==> src/rtl/servo_ramp.sv <==
`timescale 1ns/1ps
// -----------------------------------------------------------------------------
// servo_ramp
//
// Command stage in front of the servo pulse generator. It latches requested
// pulse widths (in microseconds) and clamps them to [MIN_US, MAX_US]. It then
// moves pulse_len toward that target by at most STEP_US once per servo frame,
// so the output never jumps.
//
// Ports
//   clk           in   system clock
//   reset         in   asynchronous, active-high reset
//   target_us     in   requested pulse width, us (16-bit unsigned)
//   target_valid  in   one-cycle strobe; target_us is sampled while high
//   sweep         in   (only with SERVO_RAMP_SWEEP_EN) ping-pong between limits
//   pulse_len     out  current commanded pulse width, us
//   frame_tick    out  one-cycle pulse at every frame boundary
//   busy          out  high while pulse_len is still moving toward the target
//   clamped       out  one-cycle pulse when an accepted target was out of range
//
// Optional feature macro: SERVO_RAMP_SWEEP_EN
//   When defined, the block has a sweep input. While sweep is high,
//   target_valid is ignored and the target alternates between MAX_US and
//   MIN_US. Each new limit is loaded when sweep is first raised, and again
//   every time the ramp to the previous limit completes.
// -----------------------------------------------------------------------------
module servo_ramp #(
  parameter int CLK_F     = 25,
  parameter int FRAME_US  = 20000,
  parameter int MIN_US    = 1000,
  parameter int MAX_US    = 2000,
  parameter int CENTRE_US = 1500,
  parameter int STEP_US   = 10
) (
  input  logic        clk,
  input  logic        reset,
  input  logic [15:0] target_us,
  input  logic        target_valid,
`ifdef SERVO_RAMP_SWEEP_EN
  input  logic        sweep,
`endif
  output logic [15:0] pulse_len,
  output logic        frame_tick,
  output logic        busy,
  output logic        clamped
);

  localparam int PW = (CLK_F > 1) ? $clog2(CLK_F) : 1;
  localparam int UW = (FRAME_US > 1) ? $clog2(FRAME_US) : 1;

  localparam logic [PW-1:0] PRE_LAST = PW'(CLK_F - 1);
  localparam logic [UW-1:0] US_LAST  = UW'(FRAME_US - 1);

  localparam logic [15:0] MIN_V    = 16'(MIN_US);
  localparam logic [15:0] MAX_V    = 16'(MAX_US);
  localparam logic [15:0] CENTRE_V = 16'(CENTRE_US);
  localparam logic [15:0] STEP_V   = 16'(STEP_US);

  localparam logic signed [16:0] STEP_POS = 17'(STEP_US);
  localparam logic signed [16:0] STEP_NEG = -STEP_POS;

  typedef enum logic {IDLE, RAMP} state_t;

  state_t        state_q, state_d;
  logic [PW-1:0] presc_q, presc_d;
  logic [UW-1:0] us_q, us_d;
  logic [15:0]   pulse_q, pulse_d;
  logic [15:0]   target_q, target_d;
  logic          frame_tick_q, frame_tick_d;
  logic          busy_q, busy_d;
  logic          clamped_q, clamped_d;

  logic          presc_wrap;
  logic          frame_wrap;
  logic          below_min;
  logic          above_max;
  logic [15:0]   target_clamped;
  logic signed [16:0] diff;
  logic          near;

`ifdef SERVO_RAMP_SWEEP_EN
  logic sweep_q, sweep_d;
  logic last_max_q, last_max_d;   // last limit loaded by the sweep was MAX_US
  logic sweep_load;
`endif

  // ---------------------------------------------------------------------------
  // Timebase: clk -> 1 us ticks -> frame counter.
  // ---------------------------------------------------------------------------
  always_comb begin
    presc_wrap   = (presc_q == PRE_LAST);
    frame_wrap   = presc_wrap && (us_q == US_LAST);
    presc_d      = presc_wrap ? '0 : presc_q + 1'b1;
    us_d         = us_q;
    if (presc_wrap) begin
      us_d = (us_q == US_LAST) ? '0 : us_q + 1'b1;
    end
    frame_tick_d = frame_wrap;
  end

  // ---------------------------------------------------------------------------
  // Target acceptance. The latest strobe always wins. Clamping happens here,
  // so the ramp logic only ever sees in-range targets.
  // ---------------------------------------------------------------------------
  always_comb begin
    below_min      = (target_us < MIN_V);
    above_max      = (target_us > MAX_V);
    target_clamped = below_min ? MIN_V : (above_max ? MAX_V : target_us);
    target_d       = target_q;
    clamped_d      = 1'b0;
`ifdef SERVO_RAMP_SWEEP_EN
    sweep_d    = sweep;
    last_max_d = last_max_q;
    // Load the next limit when sweep rises, or once the previous limit has
    // been reached (IDLE with the target already equal to pulse_len).
    sweep_load = sweep && (!sweep_q || ((state_q == IDLE) && (target_q == pulse_q)));
    if (sweep_load) begin
      target_d   = last_max_q ? MIN_V : MAX_V;
      last_max_d = !last_max_q;
    end else if (!sweep && target_valid) begin
      target_d  = target_clamped;
      clamped_d = below_min || above_max;
    end
`else
    if (target_valid) begin
      target_d  = target_clamped;
      clamped_d = below_min || above_max;
    end
`endif
  end

  // ---------------------------------------------------------------------------
  // Ramp FSM. pulse_len only moves on the frame wrap edge. Because the step
  // uses target_q, a strobe in the same cycle takes effect one frame later.
  // ---------------------------------------------------------------------------
  always_comb begin
    state_d = state_q;
    pulse_d = pulse_q;
    diff    = $signed({1'b0, target_q}) - $signed({1'b0, pulse_q});
    near    = (diff <= STEP_POS) && (diff >= STEP_NEG);
    case (state_q)
      IDLE: begin
        if (target_q != pulse_q) begin
          state_d = RAMP;
        end
      end
      RAMP: begin
        if (frame_wrap) begin
          if (near) begin
            // Final partial step lands exactly on the target: no overshoot.
            pulse_d = target_q;
            state_d = IDLE;
          end else if (diff[16]) begin
            pulse_d = pulse_q - STEP_V;
          end else begin
            pulse_d = pulse_q + STEP_V;
          end
        end
      end
      default: state_d = IDLE;
    endcase
    busy_d = (state_d == RAMP);
  end

  always_ff @(posedge clk or posedge reset) begin
    if (reset) begin
      state_q      <= IDLE;
      presc_q      <= '0;
      us_q         <= '0;
      pulse_q      <= CENTRE_V;
      target_q     <= CENTRE_V;
      frame_tick_q <= 1'b0;
      busy_q       <= 1'b0;
      clamped_q    <= 1'b0;
`ifdef SERVO_RAMP_SWEEP_EN
      sweep_q      <= 1'b0;
      last_max_q   <= 1'b0;
`endif
    end else begin
      state_q      <= state_d;
      presc_q      <= presc_d;
      us_q         <= us_d;
      pulse_q      <= pulse_d;
      target_q     <= target_d;
      frame_tick_q <= frame_tick_d;
      busy_q       <= busy_d;
      clamped_q    <= clamped_d;
`ifdef SERVO_RAMP_SWEEP_EN
      sweep_q      <= sweep_d;
      last_max_q   <= last_max_d;
`endif
    end
  end

  assign pulse_len  = pulse_q;
  assign frame_tick = frame_tick_q;
  assign busy       = busy_q;
  assign clamped    = clamped_q;

endmodule

==> config.mk <==
export PLATFORM = sky130hd
export DESIGN_NAME = servo_ramp
export DESIGN_NICKNAME = d
export VERILOG_FILES = /design/src/rtl/servo_ramp.sv
export SDC_FILE = /design/constraint.sdc
export NUM_CORES = 1
export LEC_CHECK = 0
export ABC_AREA = 0
export CORE_MARGIN = 4
export CORE_UTILIZATION = 38
export DETAILED_ROUTE_END_ITERATION = 8
export SYNTH_ARGS = -nofsm -noshare
export SYNTH_HDL_FRONTEND = slang
export SYNTH_SLANG_ARGS = --single-unit
==> constraint.sdc <==
create_clock -name clk -period 9.5 [get_ports clk]
set_clock_uncertainty 0.2 [all_clocks]
set_input_delay 0.95 -clock clk [delete_from_list [all_inputs] [get_ports clk]]
set_output_delay 0.95 -clock clk [all_outputs]
set_load 0.05 [all_outputs]
==> run_results.csv <==
group,metric,value,unit
global_routing,grt_pass1_vias,3717,
final_layout,regArea,1394,sq um
yosys,async_flop_share,100.0,%
worst_setup_path,critPathLaunch,"pulse_len[10]",
yosys,synth_commonest_cells,"nand2_1 (59), nor2_1 (49), dfrtp_1 (41)",
sta,slew_violations,0,
clock_tree,cts_root_buffer,"clkbuf_8",
sta,max_freq,198.8,MHz
placed_design,pre_cts_ws,4.556,ns
floorplan,start_util,38.94,%
floorplan,core_area,10840,sq um
yosys,yosysTopAreaCell,"dfrtp_1",
yosys,synth.most_common_cell,"nand2_1",
final_layout,utilization,44.52,%
clock_tree,cts_resized,0,
floorplan,die_y,113.4,um
route,drtAntennaViolNets,0,
sta,worstMarginPinSlew,0.7640,ns
final_layout,drive_gt1_share,7.143,%
worst_setup_path,cp-start-kind,"flop",
route,vias,3916,
sta,setup_tns,0,ns
final_layout,final_cells,686,
route,drcViolationCount,0,
global_routing,overflow,0,
power_and_ir_drop,power.leakage,1.931,nW
clock_tree,clk_latency,0.31,ns
sta,finalSetupViolCount,0,
route,wire_per_inst,15.61,um
global_routing,grt_pass1_wl,18020,um
worst_setup_path,endpoint,"pulse_len[12]",
yosys,synth_area_leaders,"dfrtp_1 (24%), dfstp_2 (8.7%), ha_1 (6.8%)",
clock_tree,cts_hold_buf,0,
sta,post-route-min-period,5.031,ns
hold_path,hp-class,"reg2reg",
sta,relSlewSlack,49.07,%
global_routing,grt_max_degree,56,
final_layout,stdcell_area,4826,sq um
route,drt-total-wl,10710,um
clock_tree,cts_setup_buffers,0,
clock_tree,cts_tree,"yes",
floorplan,ios,38,
worst_setup_path,crit_path_end_kind,"flop",
clock_tree,cts_made_buffers,5,
sta,rsz0062_at_grt,"no",
floorplan,die_w,113.4,um
worst_setup_path,rrSetupSlack,4.47,ns
worst_setup_path,criticalPathCategory,"reg2reg",
worst_setup_path,crit_arrival,5.07,ns
floorplan,row_count,38,
sta,finalCritPeriodShare,52.95,%
sta,hold_viol,0,
final_layout,area_growth,14.32,%
yosys,netlist_area,4222,sq um
clock_tree,h-tree-depth,2,
global_routing,grt_antenna_before_repair,0,
clock_tree,clk_pin_slew_worst_paths,0.10,ns
sta,hold_ws,0.2935,ns
route,first_iter_violations,188,
final_layout,fillers,1084,
clock_tree,cts.sink_count,55,
route,viasPerCell,5.708,
placed_design,numPortBuffers,37,
job,cap_violations,0,
final_layout,antennaDiodeCount,0,
run_status,outcome,"finished clean",
placed_design,placed_area,4713,sq um
yosys,synth_edf_count,0,
worst_setup_path,worstPathRequired,9.54,ns
power_and_ir_drop,power,0.4364,mW
worst_setup_path,r2r_cells,18,
yosys,synth_seq_cells,55,
route,first_pass_iters,4,
placed_design,gp_congestion,0.8607,
yosys,yosysTopAreaCellShare,24.30,%
hold_path,hp-start,"target_q[0]",
power_and_ir_drop,ir_worst_vdd,72.50,uV
worst_setup_path,path_max_fanout,12,
placed_design,dp_cells,678,
placed_design,hpwl,8101,um
yosys,ys.warnings.count,0,
floorplan,dieArea,12860,sq um
sta,setup_slack,4.469,ns
yosys,synth_cell_type_count,69,
global_routing,grt.total_usage,16.85,%
worst_setup_path,r2r-start,"pulse_len[10]",
yosys,synth_area_per_cell,8.229,sq um
power_and_ir_drop,p_per_area,90.42,nW/um^2
yosys,syn-num-nets,556,
yosys,ys.flop_type,"dfrtp_1",
yosys,yosysSeqAreaShare,33.02,%
final_layout,fin_nets,588,
yosys,synth_cells,513,
worst_setup_path,r2r-end,"pulse_len[12]",
final_layout,multiInputGateArea,2643,sq um
clock_tree,cts.path.max_buffers,2,
[kinds of logic after synthesis]
logic type	Yosys count	synth area share, %
buf+inv	44	4.386
flops	55	33.02
fa+ha+maj	24	7.291
simple gates	234	27.92
mux	4	0.9781
compound gates	129	21.64
xor+xnor	23	4.772
[critical path, cell delays in order (launching register included)]
cell	delay (ns)
dfstp_2	0.62
inv_1	0.11
ha_1	0.41
and4_1	0.30
o211ai_1	0.11
a31oi_1	0.45
or2_1	0.45
inv_2	0.20
ha_1	0.38
nand2_1	0.10
o21ai_0	0.30
nand3_1	0.13
nor3_1	0.19
a311o_1	0.21
a21oi_1	0.08
a2bb2oi_1	0.15
or3_1	0.31
a21o_1	0.18
o211ai_1	0.08
[cell type report]
class	count	share of cell area [%]
inverters	29	2.256
clock buffers	5	1.426
flip-flops and latches	55	28.88
well taps	140	3.630
repair buffers	40	8.141
clock inverters	3	0.9074
multi-input cells	414	54.76
[cells in the final DEF (no fill, tap or decap), drive strengths merged, types with 15 or more instances in the layout]
cell,Yosys,layout
ha,23,23
a21oi,23,23
nand2,59,59
inv,29,29
or3,15,15
nor2,49,49
o21ai,24,24
clkdlybuf4s50,0,37
nand3,34,34
nor3,17,17
dfrtp,41,41
[flip-flops by register name, summed over array words and instances (netlist names)]
name / flops
us_q: 15
busy: 1
frame_tick: 1
target_q: 16
presc_q: 5
pulse_len: 16
clamped: 1
[power breakdown]
part / internal, mW / switching (mW) / total [mW]
Sequential: 0.237 / 0.00158 / 0.238
Clock: 0.0786 / 0.0793 / 0.158
Combinational: 0.0169 / 0.0232 / 0.0402
Total: 0.332 / 0.104 / 0.436
[worst min-delay path by stage]
stage	cells past startpoint	slack, ns	to
4_1_cts	1	0.30	pulse_len[0]
5_1_grt	1	0.31	us_q[13]
2_1_floorplan	1	0.25	presc_q[0]
3_3_place_gp	1	0.26	pulse_len[0]
6_report	1	0.29	pulse_len[0]
3_5_place_dp	1	0.27	pulse_len[0]
[per-layer routing]
layer  vias to the layer above  global-route usage, %  wire length [um]
met3                        17                  3.342               530
met4                         0                  3.766               142
li1                       1951                      -                 -
met2                       100                  26.90              4848
met1                      1848                  23.74              5190
met5                         -                      0                 0
(Power assumes the default switching activity.)
